===== config.mk =====
export PLATFORM = sky130hd
export DESIGN_NAME = knn_local_sp_arbiter
export DESIGN_NICKNAME = d
export VERILOG_FILES = /design/src/rtl/knn_local_sp_arbiter.sv
export SDC_FILE = /design/constraint.sdc
export NUM_CORES = 1
export LEC_CHECK = 0
export ABC_AREA = 1
export CORE_AREA = 5 5 418 420
export CTS_CLUSTER_DIAMETER = 50
export DETAILED_ROUTE_END_ITERATION = 8
export DIE_AREA = 0 0 423 425
export MAX_ROUTING_LAYER = met4
export PLACE_DENSITY_LB_ADDON = 0.12
export SYNTH_ARGS = -nofsm -noshare
export SYNTH_HDL_FRONTEND = slang
export SYNTH_SLANG_ARGS = --single-unit

===== constraint.sdc =====
create_clock -name clk -period 8.1 [get_ports clk]
set_clock_uncertainty 0.05 [all_clocks]
set_input_delay 1.62 -clock clk [delete_from_list [all_inputs] [get_ports clk]]
set_output_delay 1.62 -clock clk [all_outputs]
set_load 0.005 [all_outputs]

===== src/rtl/knn_local_sp_arbiter.sv =====
// knn_local_sp_arbiter
// Shares the single address0/ce0/we0 port of one URAM partition buffer between
// a write requester (point loader) and a read requester (distance compute).
// Reads return in issue order through a credit-limited first-word-fall-through
// response FIFO, so the compute side can stall without losing data.
// Optional build macro: KNN_SP_ARB_STATS_EN adds the stat_conflict and
// stat_rd_nocredit saturating counter outputs.

module knn_local_sp_arbiter #(
  parameter int DataWidth    = 256,
  parameter int AddressWidth = 11,
  parameter int RD_LAT       = 2,
  parameter int RSP_DEPTH    = 4
) (
  input  logic                    clk,
  input  logic                    reset,
  input  logic                    wr_valid,
  output logic                    wr_ready,
  input  logic [AddressWidth-1:0] wr_addr,
  input  logic [DataWidth-1:0]    wr_data,
  input  logic                    rd_valid,
  output logic                    rd_ready,
  input  logic [AddressWidth-1:0] rd_addr,
  output logic                    rsp_valid,
  input  logic                    rsp_ready,
  output logic [DataWidth-1:0]    rsp_data,
  output logic [AddressWidth-1:0] mem_address0,
  output logic                    mem_ce0,
  output logic                    mem_we0,
  output logic [DataWidth-1:0]    mem_d0,
  input  logic [DataWidth-1:0]    mem_q0
`ifdef KNN_SP_ARB_STATS_EN
  ,
  output logic [31:0]             stat_conflict,
  output logic [31:0]             stat_rd_nocredit
`endif
);

  // Credit counter covers 0..RSP_DEPTH; FIFO pointers index RSP_DEPTH slots.
  localparam int CW = $clog2(RSP_DEPTH + 1);
  localparam int PW = (RSP_DEPTH > 1) ? $clog2(RSP_DEPTH) : 1;
  localparam logic [CW-1:0] MAX_OUT   = CW'(RSP_DEPTH);
  localparam logic [PW-1:0] LAST_SLOT = PW'(RSP_DEPTH - 1);

  typedef enum logic [1:0] {
    GRANT_NONE,
    GRANT_WR,
    GRANT_RD
  } grant_t;

  grant_t                grant;
  logic                  wr_elig;
  logic                  rd_elig;
  logic                  contested;
  logic                  grant_wr;
  logic                  grant_rd;
  logic                  last_wr;

  logic [CW-1:0]         outstanding;
  logic [RD_LAT-1:0]     rd_pipe;

  logic [DataWidth-1:0]  fifo_mem [RSP_DEPTH];
  logic [PW-1:0]         wr_ptr;
  logic [PW-1:0]         rd_ptr;
  logic [CW-1:0]         fifo_count;
  logic                  fifo_full;
  logic                  fifo_empty;
  logic                  push;
  logic                  pop;

  // Eligibility and round-robin grant; nothing is granted while reset is held.
  always_comb begin
    wr_elig   = !reset && wr_valid;
    rd_elig   = !reset && rd_valid && (outstanding < MAX_OUT);
    contested = wr_elig && rd_elig;
    grant     = GRANT_NONE;
    if (contested) begin
      grant = last_wr ? GRANT_RD : GRANT_WR;
    end else if (wr_elig) begin
      grant = GRANT_WR;
    end else if (rd_elig) begin
      grant = GRANT_RD;
    end
    grant_wr = (grant == GRANT_WR);
    grant_rd = (grant == GRANT_RD);
  end

  // Handshake and memory port drive follow the grant in the same cycle.
  always_comb begin
    wr_ready     = grant_wr;
    rd_ready     = grant_rd;
    mem_ce0      = grant_wr || grant_rd;
    mem_we0      = grant_wr;
    mem_address0 = grant_wr ? wr_addr : rd_addr;
    mem_d0       = wr_data;
  end

  // Round-robin history only moves when both sides actually competed.
  always_ff @(posedge clk) begin
    if (reset) begin
      last_wr <= 1'b1;
    end else if (contested) begin
      last_wr <= grant_wr;
    end
  end

  // Valid shift register: the tail bit marks the cycle mem_q0 holds read data.
  always_ff @(posedge clk) begin
    if (reset) begin
      rd_pipe <= '0;
    end else begin
      rd_pipe[0] <= grant_rd;
      for (int i = 1; i < RD_LAT; i++) begin
        rd_pipe[i] <= rd_pipe[i-1];
      end
    end
  end

  // FIFO status and response channel.
  always_comb begin
    fifo_empty = (fifo_count == '0);
    fifo_full  = (fifo_count == MAX_OUT);
    push       = rd_pipe[RD_LAT-1];
    pop        = !fifo_empty && rsp_ready;
    rsp_valid  = !fifo_empty;
    rsp_data   = fifo_mem[rd_ptr];
  end

  // Credits: a read grant takes one, a response pop returns one.
  always_ff @(posedge clk) begin
    if (reset) begin
      outstanding <= '0;
    end else begin
      case ({grant_rd, pop})
        2'b10:   outstanding <= outstanding + 1'b1;
        2'b01:   outstanding <= outstanding - 1'b1;
        default: outstanding <= outstanding;
      endcase
    end
  end

  // FIFO pointers and occupancy; reset discards any buffered responses.
  always_ff @(posedge clk) begin
    if (reset) begin
      wr_ptr     <= '0;
      rd_ptr     <= '0;
      fifo_count <= '0;
    end else begin
      if (push) begin
        wr_ptr <= (wr_ptr == LAST_SLOT) ? '0 : wr_ptr + 1'b1;
      end
      if (pop) begin
        rd_ptr <= (rd_ptr == LAST_SLOT) ? '0 : rd_ptr + 1'b1;
      end
      case ({push, pop})
        2'b10:   fifo_count <= fifo_count + 1'b1;
        2'b01:   fifo_count <= fifo_count - 1'b1;
        default: fifo_count <= fifo_count;
      endcase
    end
  end

  // FIFO storage is data-only and needs no reset.
  always_ff @(posedge clk) begin
    if (push) begin
      fifo_mem[wr_ptr] <= mem_q0;
    end
  end

  // The credit scheme makes a push into a full FIFO impossible.
  always_ff @(posedge clk) begin
    if (!reset) begin
      assert (!(push && fifo_full));
    end
  end

`ifdef KNN_SP_ARB_STATS_EN
  logic rd_nocredit;

  // Cycles where a read is blocked purely by lack of credit.
  always_comb begin
    rd_nocredit = rd_valid && (outstanding == MAX_OUT);
  end

  // Saturating contention and credit-starvation counters.
  always_ff @(posedge clk) begin
    if (reset) begin
      stat_conflict    <= '0;
      stat_rd_nocredit <= '0;
    end else begin
      if (contested && (stat_conflict != 32'hFFFF_FFFF)) begin
        stat_conflict <= stat_conflict + 32'd1;
      end
      if (rd_nocredit && (stat_rd_nocredit != 32'hFFFF_FFFF)) begin
        stat_rd_nocredit <= stat_rd_nocredit + 32'd1;
      end
    end
  end
`endif

endmodule


==> results by group <==
Setup path
  • Crit path largest cell delay: 0.63 ns
  • Cell family with the largest share of critical-path delay: buffers and inverters
  • Worst path cell trace: clkdlybuf4s50_1 -> inv_1 -> nand3_1 -> o21ai_0 -> inv_1 -> ha_1 -> mux2_2 -> clkdlybuf4s50_1
  • Critical path peak fanout: 14
  • WP data required: 6.43 ns
  • WP buf/inv: 4
  • Kind of critical path: in -> out
  • CP max-delay cell: clkdlybuf4s50_1
  • Arrival time at the worst endpoint: 4.37 ns
  • Setup crit start kind: input port
  • CP Capture Type: output port

GRT
  • Pin count of the biggest net entering global routing: 221
  • GR Util All Layers: 18.4%
  • Vias in the first global route: 23,771
  • Total gr overflow: 0
  • Global-route wire length before repair: 221,000 um
  • Initial antenna violation count: 35

Logic synthesis
  • Synth cell types: 24
  • Cell taking the most area after synthesis: edfxtp_1
  • Synth top area share: 75.7%
  • Cell Area, Synth: 0.0406 sq mm
  • Seq/Total Area, Yosys: 76.5%
  • Synth Warn #: 0
  • Synth area leaders: edfxtp_1, o21ai_0, buf_4, nor2_1, o22ai_1
  • Seq cells post-synth: 1,039
  • Syn Area/Cell: 14.3 sq um
  • Syn Nets: 3,398
  • Mapped Cells: 2,848

Die
  • Initial Util: 23.8%
  • Die Area: 0.180 sq mm
  • Chip Height: 425 um
  • Core area: 0.171 sq mm
  • I/O pins: 1,067
  • Die W: 423 um
  • # rows: 152

Pwr
  • Clk pwr share: 42.1%
  • Leak: 16.7 nW
  • Combinational power share: 20.9%
  • Power Density: 314 mW/mm^2
  • Internal cell power: 11.7 mW
  • Seq pwr share: 37.0%
  • Switch Pwr: 4.54 mW
  • Switching Fraction: 28.0%
  • Peak supply drop: 0.000207 V

Timing
  • RSZ-0062 raised after global routing: false
  • Fmax: 0.166 GHz
  • Final worst path period need: 6.04 ns
  • Setup TNS: 0 ns
  • Period utilization: 74.5%
  • Final Hold Fails: 0
  • Rel. slew slack: 25.9%
  • Slew Limit Fails: 0
  • Setup ws final: 2.06 ns
  • Worst Tran Pin Value: 1.11 ns
  • Final setup viols: 0

Routing
  • DRT iter0 DRCs: 1,290
  • Routed len/inst: 30.2 um
  • Drt via density: 4.42
  • Drt first pass iters: 5
  • Antenna Nets Post-Route: 0
  • Remaining DRCs: 0
  • Total number of vias: 24,395
  • DRT Wirelength: 167,000 um

Clocking
  • Worst-path clk slew: 0.06 ns
  • Post-CTS Setup Repair Bufs: 0
  • CTS sink cnt: 1,039
  • CTS tree: built
  • CTS resizes: 0
  • Root Buffer: clkbuf_16
  • Htree depth: 4
  • Hold Buf Count CTS: 0
  • Clock buffer depth: 3
  • Clock latency on the worst-skew pair: 0.78 ns
  • Cts bufs inserted: 151

Worst hold path
  • Hold WC Path Type: reg -> reg

Place
  • Routability cong.: 0.958
  • Placed Cells: 5,235
  • Place WS: 2.04 ns
  • IO Port Bufs: 554
  • DP Wirelength: 115,000 um
  • Placed inst area: 0.0464 sq mm

Finish
  • Multi-input logic area: 0.00660 sq mm
  • Area growth, synth to finish: 27.5%
  • Cell Count, Final, Fillers Out: 5,525
  • Fillers: 16,950
  • Post-layout net count: 3,705
  • Share of cells above drive strength 1: 8.63%
  • Seq. cell area: 0.0311 sq mm
  • Post-route cell area: 0.0518 sq mm

Outcome
  • Outcome: complete, no violations

Job
  • Max-cap violations: 0
[flip-flops by register name (all words and copies together), names as in the netlist, named ones only]
signal	count
wr_ptr	2
fifo_mem	1024
last_wr	1
outstanding	3
fifo_count	3
rd_ptr	2
rd_pipe	2
[tightest hold or removal path: stages (launching register included)]
cell and delay (ns):
dfxtp_1 0.29, inv_1 0.04, nor2_1 0.04
[per-layer routing]
layer	share of wire, %	vias up	GRT usage, %
met5	0	-	-
met4	4.2	0	7.03
met3	15	273	12.7
met2	52	1143	32.7
met1	29	11971	14.7
li1	-	11008	-
[placed cells by master (no fill, tap or decap), types with 14 or more instances in the layout]
cell type	synthesis	layout
nor2_1	522	522
clkinvlp_4	0	14
clkinv_1	0	22
clkbuf_16	0	152
bufinv_16	0	24
buf_4	273	22
clkdlybuf4s50_1	0	554
o22ai_1	256	256
o21ai_0	508	508
inv_1	26	21
diode_2	0	14
clkinv_2	0	20
clkbuf_1	80	20
edfxtp_1	1024	1024
[final timing paths]
kind	startpoint	end	slack [ns]	cells past startpoint
worst max-delay path	reset	mem_address0[4]	2.06	8
worst min-delay path	rd_pipe[0]	rd_pipe[1]	0.36	2
worst max register to register	wr_ptr[0]	fifo_mem[0][26]	5.02	6
worst min register to register	rd_pipe[0]	rd_pipe[1]	0.36	2
[cells in the mapped netlist]
master	instances
edfxtp_1	1024
nor2_1	522
o21ai_0	508
buf_4	273
o22ai_1	256
clkbuf_1	80
buf_2	56
inv_1	26
buf_6	18
dfxtp_1	15
nand2_1	13
mux2_2	11
a21oi_1	10
ha_1	9
o21ai_1	9
nand3_1	7
fa_1	2
nand4_1	2
or2_2	2
and2_1	1
buf_8	1
inv_4	1
nor3_1	1
xor2_1	1
[per-stage QoR]
step	util [%]	power (mW)	hold WS [ns]
final	30.3	16.2	0.359
after CTS	30.3	16.6	0.368
after global placement	27.2	9.66	0.369
after floorplan	-	7.64	0.338
after global routing	30.3	17.0	0.368
after detailed placement	27.2	9.64	0.364
[cell families after synthesis]
family                     synth area share [%]
DFF                                        76.5
AOI/OAI and AO/OA                          10.4
and+or+nand+nor                            5.12
buffers and inverters                      7.27
muxes                                     0.305
adders and majority gates                 0.376
xor gates and xnor gates                 0.0216
[final cells by class]
class                      instances  share of cell area [%]
antenna                           14                  0.0677
timing repair buffer             582                    11.3
inverter                          27                   0.300
multi-input combinational       1354                    12.8
clock buffer                     172                    7.49
sequential                      1039                    60.0
tap                             2233                    5.40
clock inverter                   104                    2.72
[power by group through the flow]
stage	clock network (mW)	registers, mW	logic (mW)
finish	6.83	6.01	3.40
detailed placement	0	6.12	3.51
global placement	0	6.12	3.53
floorplan	0	6.10	1.54
CTS	7.03	6.01	3.53
global route	7.27	6.02	3.70
No activity file was read; power rests on OpenSTA's default activity.
